## src/rtl/instruction_fetcher_if.sv

```systemverilog
// Bundle of the fetch-stage buses: icache request/response, branch predictor
// lookup, instruction-queue head toward issue, and the ROB redirect.
interface instruction_fetcher_if;
  logic        icache_req_valid;
  logic [31:0] icache_req_addr;
  logic        icache_resp_valid;
  logic [31:0] icache_resp_inst;
  logic [31:0] pred_pc;
  logic        pred_taken;
  logic        issue_ready;
  logic        iq_valid;
  logic [31:0] iq_inst;
  logic [31:0] iq_pc;
  logic        iq_pred_taken;
  logic        rob_flush;
  logic [31:0] rob_target_pc;

  modport master (
    output icache_req_valid, icache_req_addr, pred_pc,
           iq_valid, iq_inst, iq_pc, iq_pred_taken,
    input  icache_resp_valid, icache_resp_inst, pred_taken,
           issue_ready, rob_flush, rob_target_pc
  );

  modport slave (
    input  icache_req_valid, icache_req_addr, pred_pc,
           iq_valid, iq_inst, iq_pc, iq_pred_taken,
    output icache_resp_valid, icache_resp_inst, pred_taken,
           issue_ready, rob_flush, rob_target_pc
  );
endinterface

```

## src/rtl/instruction_fetcher.sv

```systemverilog
// Fetch stage: owns the PC, keeps one icache request in flight, pre-decodes
// JAL/branches for the next PC and queues fetched words. Define IF_BYPASS_EN
// to let a response reach the issue port in the same cycle when the queue is empty.
module instruction_fetcher #(
  parameter int          IQ_DEPTH_LOG = 3,
  parameter logic [31:0] RESET_PC     = 32'h0000_0000
) (
  input logic                   clk,
  input logic                   rst,
  input logic                   rdy,
  instruction_fetcher_if.master fif
);

  localparam int IQ_DEPTH = 1 << IQ_DEPTH_LOG;

  typedef enum logic [1:0] {
    ST_IDLE = 2'd0,
    ST_WAIT = 2'd1,
    ST_DROP = 2'd2
  } state_e;

  state_e                  state_q, state_d;
  logic [31:0]             pc_q, pc_d;
  logic [IQ_DEPTH_LOG-1:0] head_q, head_d;
  logic [IQ_DEPTH_LOG-1:0] tail_q, tail_d;
  logic [IQ_DEPTH_LOG:0]   count_q, count_d;

  logic [31:0] inst_mem_q  [IQ_DEPTH];
  logic [31:0] pc_mem_q    [IQ_DEPTH];
  logic        taken_mem_q [IQ_DEPTH];

  logic        full_s, empty_s, req_s, resp_s, byp_s, byp_take_s, enq_s, deq_s;
  logic [32:0] pd_s;

  // Returns {predicted_taken, next_pc} for a fetched word at pc.
  function automatic logic [32:0] predecode(input logic [31:0] inst,
                                            input logic [31:0] pc,
                                            input logic        taken_in);
    logic [31:0] imm_jal;
    logic [31:0] imm_br;
    imm_jal = {{11{inst[31]}}, inst[31], inst[19:12], inst[20], inst[30:21], 1'b0};
    imm_br  = {{19{inst[31]}}, inst[31], inst[7], inst[30:25], inst[11:8], 1'b0};
    case (inst[6:0])
      7'b1101111: predecode = {1'b1, pc + imm_jal};
      7'b1100011: begin
        if (taken_in) begin
          predecode = {1'b1, pc + imm_br};
        end else begin
          predecode = {1'b0, pc + 32'd4};
        end
      end
      default:    predecode = {1'b0, pc + 32'd4};
    endcase
  endfunction

  // Handshake qualifiers; requests are held off in reset so outputs stay low.
  always_comb begin
    full_s  = count_q[IQ_DEPTH_LOG];
    empty_s = (count_q == '0);
    req_s   = ~rst & rdy & (state_q == ST_IDLE) & ~full_s & ~fif.rob_flush;
    resp_s  = rdy & (state_q == ST_WAIT) & fif.icache_resp_valid & ~fif.rob_flush;
`ifdef IF_BYPASS_EN
    byp_s   = empty_s & (state_q == ST_WAIT) & fif.icache_resp_valid & ~fif.rob_flush;
`else
    byp_s   = 1'b0;
`endif
    byp_take_s = byp_s & fif.issue_ready & rdy;
    enq_s      = resp_s & ~byp_take_s;
    deq_s      = rdy & ~fif.rob_flush & ~empty_s & fif.issue_ready;
    pd_s       = predecode(fif.icache_resp_inst, pc_q, fif.pred_taken);
  end

  // Next-state for the FSM, PC and queue pointers.
  always_comb begin
    state_d = state_q;
    pc_d    = pc_q;
    head_d  = head_q;
    tail_d  = tail_q;
    count_d = count_q;
    if (!rdy) begin
      state_d = state_q;
    end else if (fif.rob_flush) begin
      pc_d    = fif.rob_target_pc;
      head_d  = '0;
      tail_d  = '0;
      count_d = '0;
      case (state_q)
        ST_WAIT: state_d = fif.icache_resp_valid ? ST_IDLE : ST_DROP;
        ST_DROP: state_d = ST_DROP;
        default: state_d = ST_IDLE;
      endcase
    end else begin
      case (state_q)
        ST_IDLE: state_d = req_s ? ST_WAIT : ST_IDLE;
        ST_WAIT: begin
          if (fif.icache_resp_valid) begin
            pc_d    = pd_s[31:0];
            state_d = ST_IDLE;
          end else begin
            state_d = ST_WAIT;
          end
        end
        ST_DROP: state_d = fif.icache_resp_valid ? ST_IDLE : ST_DROP;
        default: state_d = ST_IDLE;
      endcase
      if (enq_s) begin
        tail_d = tail_q + IQ_DEPTH_LOG'(1);
      end else begin
        tail_d = tail_q;
      end
      if (deq_s) begin
        head_d = head_q + IQ_DEPTH_LOG'(1);
      end else begin
        head_d = head_q;
      end
      case ({enq_s, deq_s})
        2'b10:   count_d = count_q + (IQ_DEPTH_LOG+1)'(1);
        2'b01:   count_d = count_q - (IQ_DEPTH_LOG+1)'(1);
        default: count_d = count_q;
      endcase
    end
  end

  // Control state registers.
  always_ff @(posedge clk or posedge rst) begin
    if (rst) begin
      state_q <= ST_IDLE;
      pc_q    <= RESET_PC;
      head_q  <= '0;
      tail_q  <= '0;
      count_q <= '0;
    end else begin
      state_q <= state_d;
      pc_q    <= pc_d;
      head_q  <= head_d;
      tail_q  <= tail_d;
      count_q <= count_d;
    end
  end

  // Queue storage; validity is tracked by the pointers, so no reset needed.
  always_ff @(posedge clk) begin
    if (enq_s) begin
      inst_mem_q[tail_q]  <= fif.icache_resp_inst;
      pc_mem_q[tail_q]    <= pc_q;
      taken_mem_q[tail_q] <= pd_s[32];
    end
  end

  // Head-of-queue view, zeroed when nothing is valid.
  always_comb begin
    fif.icache_req_valid = req_s;
    fif.icache_req_addr  = pc_q;
    fif.pred_pc          = pc_q;
    fif.iq_valid         = ~empty_s | byp_s;
    if (!empty_s) begin
      fif.iq_inst       = inst_mem_q[head_q];
      fif.iq_pc         = pc_mem_q[head_q];
      fif.iq_pred_taken = taken_mem_q[head_q];
    end else if (byp_s) begin
      fif.iq_inst       = fif.icache_resp_inst;
      fif.iq_pc         = pc_q;
      fif.iq_pred_taken = pd_s[32];
    end else begin
      fif.iq_inst       = 32'h0000_0000;
      fif.iq_pc         = 32'h0000_0000;
      fif.iq_pred_taken = 1'b0;
    end
  end

endmodule

```

## src/flat_wrapper.sv

```systemverilog
// flat-port wrapper written by rule: the top's interface ports become plain ports
module instruction_fetcher_flat 
#(
  parameter int          IQ_DEPTH_LOG = 3,
  parameter logic [31:0] RESET_PC     = 32'h0000_0000
)
  (clk, rst, rdy, fif_icache_req_valid, fif_icache_req_addr, fif_pred_pc, fif_iq_valid, fif_iq_inst, fif_iq_pc, fif_iq_pred_taken, fif_icache_resp_valid, fif_icache_resp_inst, fif_pred_taken, fif_issue_ready, fif_rob_flush, fif_rob_target_pc);
  instruction_fetcher_if fif_i ();
  input logic clk;
  input logic rst;
  input logic rdy;
  output wire logic [$bits(fif_i.icache_req_valid)-1:0] fif_icache_req_valid;
  output wire logic [$bits(fif_i.icache_req_addr)-1:0] fif_icache_req_addr;
  output wire logic [$bits(fif_i.pred_pc)-1:0] fif_pred_pc;
  output wire logic [$bits(fif_i.iq_valid)-1:0] fif_iq_valid;
  output wire logic [$bits(fif_i.iq_inst)-1:0] fif_iq_inst;
  output wire logic [$bits(fif_i.iq_pc)-1:0] fif_iq_pc;
  output wire logic [$bits(fif_i.iq_pred_taken)-1:0] fif_iq_pred_taken;
  input wire logic [$bits(fif_i.icache_resp_valid)-1:0] fif_icache_resp_valid;
  input wire logic [$bits(fif_i.icache_resp_inst)-1:0] fif_icache_resp_inst;
  input wire logic [$bits(fif_i.pred_taken)-1:0] fif_pred_taken;
  input wire logic [$bits(fif_i.issue_ready)-1:0] fif_issue_ready;
  input wire logic [$bits(fif_i.rob_flush)-1:0] fif_rob_flush;
  input wire logic [$bits(fif_i.rob_target_pc)-1:0] fif_rob_target_pc;
  assign fif_icache_req_valid = fif_i.icache_req_valid;
  assign fif_icache_req_addr = fif_i.icache_req_addr;
  assign fif_pred_pc = fif_i.pred_pc;
  assign fif_iq_valid = fif_i.iq_valid;
  assign fif_iq_inst = fif_i.iq_inst;
  assign fif_iq_pc = fif_i.iq_pc;
  assign fif_iq_pred_taken = fif_i.iq_pred_taken;
  assign fif_i.icache_resp_valid = fif_icache_resp_valid;
  assign fif_i.icache_resp_inst = fif_icache_resp_inst;
  assign fif_i.pred_taken = fif_pred_taken;
  assign fif_i.issue_ready = fif_issue_ready;
  assign fif_i.rob_flush = fif_rob_flush;
  assign fif_i.rob_target_pc = fif_rob_target_pc;
  instruction_fetcher #(.IQ_DEPTH_LOG(IQ_DEPTH_LOG), .RESET_PC(RESET_PC)) u_core (.clk(clk), .rst(rst), .rdy(rdy), .fif(fif_i));
endmodule
```

## config.mk

```make
export PLATFORM = sky130hd
export DESIGN_NAME = instruction_fetcher_flat
export DESIGN_NICKNAME = d
export VERILOG_FILES = /design/src/rtl/instruction_fetcher_if.sv /design/src/rtl/instruction_fetcher.sv /design/src/flat_wrapper.sv
export SDC_FILE = /design/constraint.sdc
export NUM_CORES = 1
export LEC_CHECK = 0
export ABC_AREA = 1
export CORE_ASPECT_RATIO = 0.6
export CORE_MARGIN = 1
export CORE_UTILIZATION = 63
export CTS_BUF_LIST = sky130_fd_sc_hd__clkbuf_16
export DETAILED_ROUTE_END_ITERATION = 7
export HOLD_SLACK_MARGIN = 0.08
export PLACE_DENSITY_LB_ADDON = 0.08
export REMOVE_ABC_BUFFERS = 1
export SETUP_SLACK_MARGIN = 0.3
export SLEW_MARGIN = 20
export SYNTH_ARGS = -nofsm -noshare
export SYNTH_HDL_FRONTEND = slang
export SYNTH_SLANG_ARGS = --single-unit
```

## constraint.sdc

```tcl
create_clock -name clk -period 12.36 [get_ports clk]
set_input_delay 2.472 -clock clk [delete_from_list [all_inputs] [get_ports clk]]
set_output_delay 2.472 -clock clk [all_outputs]
set_load 0.01 [all_outputs]
```

## Word level (Yosys, flattened, before mapping)

Memories as Yosys holds them, arrays and structs flattened.
Index checks and enable logic that the tools add are counted.
Widths: inputs -> output; s select.

- Add/subtract/negate cells: 7
- Equality and inequality tests: 6
- Mux-type cells: 22
- Bitwise gates (word level): 14
- Reductions and logical operators: 11

Operator list:

| kind | number |
|---|---|
| $mux 32 | 5 |
| $pmux 33 s2 | 1 |
| $add 32x32->32 | 2 |
| $mux 33 | 1 |
| $add 32x3->32 const B | 1 |
| $eq 7x7->1 const B | 2 |
| $mux 3 | 4 |
| $and 1x1->1 | 10 |
| $pmux 4 s2 | 1 |
| $reduce_bool 2->1 | 4 |
| $add 3x1->3 const B | 2 |
| $pmux 2 s3 | 1 |
| $reduce_and 2->1 | 3 |
| $mux 1 | 5 |
| $add 4x1->4 const B | 1 |
| $eq 2x1->1 const B | 2 |
| $eq 2x2->1 const B | 2 |
| $logic_not 4->1 | 1 |
| $mux 2 | 2 |
| $mux 4 | 1 |
| $not 1->1 | 4 |
| $pmux 2 s2 | 1 |
| $sub 4x1->4 const B | 1 |
| $reduce_and 3->1 | 1 |
| other kinds (2) | 2 |

- Bits in registers: 44
- Memory bits (writable): 520
- Bits of input ports: 71
- Output and inout bits: 131
- Word-level logic and storage cells: 68
- Memories kept: 3

Memory list:

| memory | depth | bits a word | read ports | clocked after Yosys merged registers in | wr ports | line | text |
|---|---|---|---|---|---|---|---|
| u_core.inst_mem_q | 8 | 32 | 1 | 0 | 1 | instruction_fetcher.sv:28 | `logic [31:0] inst_mem_q [IQ_DEPTH];` |
| u_core.pc_mem_q | 8 | 32 | 1 | 0 | 1 | instruction_fetcher.sv:29 | `logic [31:0] pc_mem_q [IQ_DEPTH];` |
| u_core.taken_mem_q | 8 | 1 | 1 | 0 | 1 | instruction_fetcher.sv:30 | `logic taken_mem_q [IQ_DEPTH];` |

## Depth between registers and ports, before layout

- Depth after elaboration: 8
- Gate-level depth with buffers: 17
- Gate-level depth less buffers: 16

## Worst setup path before layout

OpenSTA, ideal clock, no wires.

- Path kind: in2reg
- Start point: input rdy
- End point: memory u_core.inst_mem_q[0][0] (enable)
- Library setup time: 0.488 ns
- Data arrival time: 5.774 ns
- Data required time: 11.872 ns
- Slack: 6.097 ns
- Cell stages on the path: 5
- Buffers on the path: 1
- Cell sequence: buf_2 > nand3_1 > nor2_1 > nand2_1 > nor2_1

- Longest elaborated chain between the ends: 5

Ends and longest elaborated chain:

| what | line | text |
|---|---|---|
| start, declared | flat_wrapper.sv:11 | `input logic rdy;` |
| $and 1x1->1 (3 in series) | instruction_fetcher.sv:61 | `resp_s = rdy & (state_q == ST_WAIT) & fif.icache_resp_valid & ~fif.rob_flush;` |
| $mux 1 | instruction_fetcher.sv:143 | `if (enq_s) begin` |
| $mux 1 (implied by the code) | instruction_fetcher.sv:144 | `inst_mem_q[tail_q] <= fif.icache_resp_inst;` |
| end, declared | instruction_fetcher.sv:28 |  |

No other way between the ends.

## Final worst setup path

- Start point: input rst
- End point: output fif_icache_req_valid

- Longest elaborated chain between the ends: 5

Ends and longest elaborated chain:

| what | line | text |
|---|---|---|
| start, declared | flat_wrapper.sv:10 | `input logic rst;` |
| $not 1->1 | instruction_fetcher.sv:60 | `req_s = ~rst & rdy & (state_q == ST_IDLE) & ~full_s & ~fif.rob_flush;` |
| $and 1x1->1 (4 in series) | instruction_fetcher.sv:60 |  |
| end, declared | flat_wrapper.sv:12 | `output wire logic [$bits(fif_i.icache_req_valid)-1:0] fif_icache_req_valid;` |

No other way between the ends.

==> metrics <==
Max Cap Viol 0; Synth Area in Adders 0.0258; sequential-to-total area share from yosys stat 0.606; Initial DRC Count 3487; CTS tree built; initial antenna violation count 1; mux contribution to synthesized area 0.000408; CP arrival 4.46 ns; clk buf depth 3; clk slew on worst S/H paths 0.07 ns; clk_skew 0.0460 ns; Synth Area in Compound Gates 0.120; clk sinks 564; IO Count 202; outcome completed; f_max 0.144 GHz; final hold violations 0; Critical R2R Launch u_core.fif.icache_req_addr[2]; Pre-antenna DRT Iters 7; Initial Util 0.648; Post-layout nets 3114; Critical Path RT 9.89 ns; Least-Margin Pin Slew 1.10 ns; worst hold-check path type flop to flop; count of cell types in the netlist 54; Filler cells 2797; setup_tns 0 ns; syn avg cell area 9.66 sq um; largest family of logic cells by synthesized area simple AND/OR/NAND/NOR gates; r2r worst-path depth 13; Pins Over Slew Limit 0; Critical Path Start rst; Reg-to-Reg End u_core.fif.icache_req_addr[18]; Yosys top cell area share 0.566; H-tree depth 2; Main synth FF type edfxtp_1; FFs w/ async S/R, synth 0.0780; Placement Rows 58; critical path peak fanout 45; Post-synth EDFFs 520; Worst Hold Endpoint u_core.count_q[0]; Die X 272 microns; GR peak layer met2; #FFs+latches synth 564; CP Launch Type input port; most frequent cells in the layout 557 x nor2_1, 520 x edfxtp_1, 492 x nand2_1; final-report setup violation count 0; DP Worst Slack 5.48 ns; commonest non-fill, non-tap cell in the layout nor2_1; Wirelength per Cell 24.4 microns; CTS Buf Count 47; Resized Gates After CTS 0; leading area contributor after synthesis edfxtp_1; Static Leak 11.8 nW; largest net degree at the start of global routing 117; Syn-to-layout area delta 14.2%; RePlAce Congestion 0.993; postcts setup bufs 0; cell count after synthesis 2854; final critical-path share of the clock period 0.561; PortBufs 201; Detailed Route WL 87.7 mm; maximum vdd drop 0.156 mV; DR vias/cell 6.39; Overflow after GRT 0; gr usage total 0.391; unrepaired setup endpoints after global routing no; Slew HR 0.263; CP Class input port to output pin; min cycle time layout 6.94 ns; share of cells above drive strength 1 0.0562; vias in the first global route 22000; M2 GR Usage 0.593; WHS Path Cells 1; met1 Use GR 0.562; pwr dens 174 nW/um^2; first-pass GRT wire length 129 mm; CP endpoint kind output pin; latest clock arrival within the worst-skew pair 0.60 ns; die area 44600 sq um; detailed placement HPWL 55.8 mm; Post-CTS Hold Fix Bufs 0; Clock Root Buffer clkbuf_16; Die Y 164 microns; Synth Area in Simple Gates 0.187; Synth Cell Area 27600 sq um; post-route ant nets 0; FF-to-FF setup slack 8.92 ns; largest cells by area after synthesis edfxtp_1 57%, nor2_1 7.7%, nand2_1 6.7%, o21ai_0 6.3%, dfrtp_1 4.0%; met3 global-route usage 0.0829; vias 22900; Worst Slack Setup Final 5.42 ns; Hold Crit Start u_core.count_q[0]; CORE AREA 42500 sq um; number of remaining DRC errors 0; Post-Synth XOR/XNOR Area 0.00572; yosys warns 0
final cells by class:
type                       instances  area, sq um  share of cell area
inverter                         190          723              0.0230
timing repair buffer             243         2390              0.0759
multi-input combinational       1942         9380               0.298
tap                              570          713              0.0227
antenna                            1         2.50           0.0000795
clock buffer                      47         1180              0.0374
sequential                       564        16700               0.531
clock inverter                    37          368              0.0117
state kept, by name, indices dropped and copies added, names as in the netlist:
| signal | count |
|---|---|
| u_core.count_q | 4 |
| u_core.state_q | 2 |
| u_core.inst_mem_q | 256 |
| u_core.pc_mem_q | 256 |
| u_core.head_q | 3 |
| u_core.fif.icache_req_addr | 32 |
| u_core.taken_mem_q | 8 |
| u_core.tail_q | 3 |
worst max-delay path by stage:
stage | end | depth (start not counted)
after floorplan | fif_iq_inst[0] | 5
after global placement | fif_icache_req_valid | 6
after detailed placement | fif_icache_req_valid | 6
after CTS | fif_icache_req_valid | 6
after global routing | fif_icache_req_valid | 6
final | fif_icache_req_valid | 6
synth_stat cells (all sizes together) (23+ instances only):
cell type  number
o22ai          72
dfrtp          44
inv           189
edfxtp        520
a21oi          72
buf            74
o21ai         368
nor2          574
nand2         504
nand3         122
ha             52
nand4          23
clkbuf         83
a31oi          73
kinds of logic after synthesis:
group / Yosys count
xor+xnor: 18
flops: 564
simple gates: 1261
mux: 1
compound gates: 607
buf+inv: 348
fa+ha+maj: 55
stage by stage:
step / std cells / hold slack [ns] / total power, mW / util / instance area (sq um)
finish: 3594 / 0.540 / 5.48 / 0.740 / 31500
global route: 3594 / 0.571 / 5.67 / 0.740 / 31500
CTS: 3593 / 0.535 / 5.43 / 0.740 / 31500
detailed placement: 3509 / 0.523 / 3.94 / 0.704 / 29900
global placement: 3505 / 0.519 / 3.88 / 0.702 / 29800
floorplan: 2696 / 0.480 / 3.18 / - / 26800
per-layer routing:
layer	routed length, microns	share of wire
met1	34700	0.40
met2	38500	0.44
met3	11900	0.14
met4	2610	0.030
met5	0	0
power by group:
part,total (mW),internal (mW),leakage (nW),switching (mW)
registers,2.26,2.15,5.22,0.113
logic,1.71,0.626,5.84,1.08
clock network,1.51,0.823,0.784,0.687
critical path, cell delays in order:
cell,delay (ns)
clkdlybuf4s50_1,0.42
inv_2,0.05
buf_4,0.53
nand3_1,0.22
nor2_1,0.18
clkdlybuf4s50_1,0.56
(Power assumes the default switching activity.)
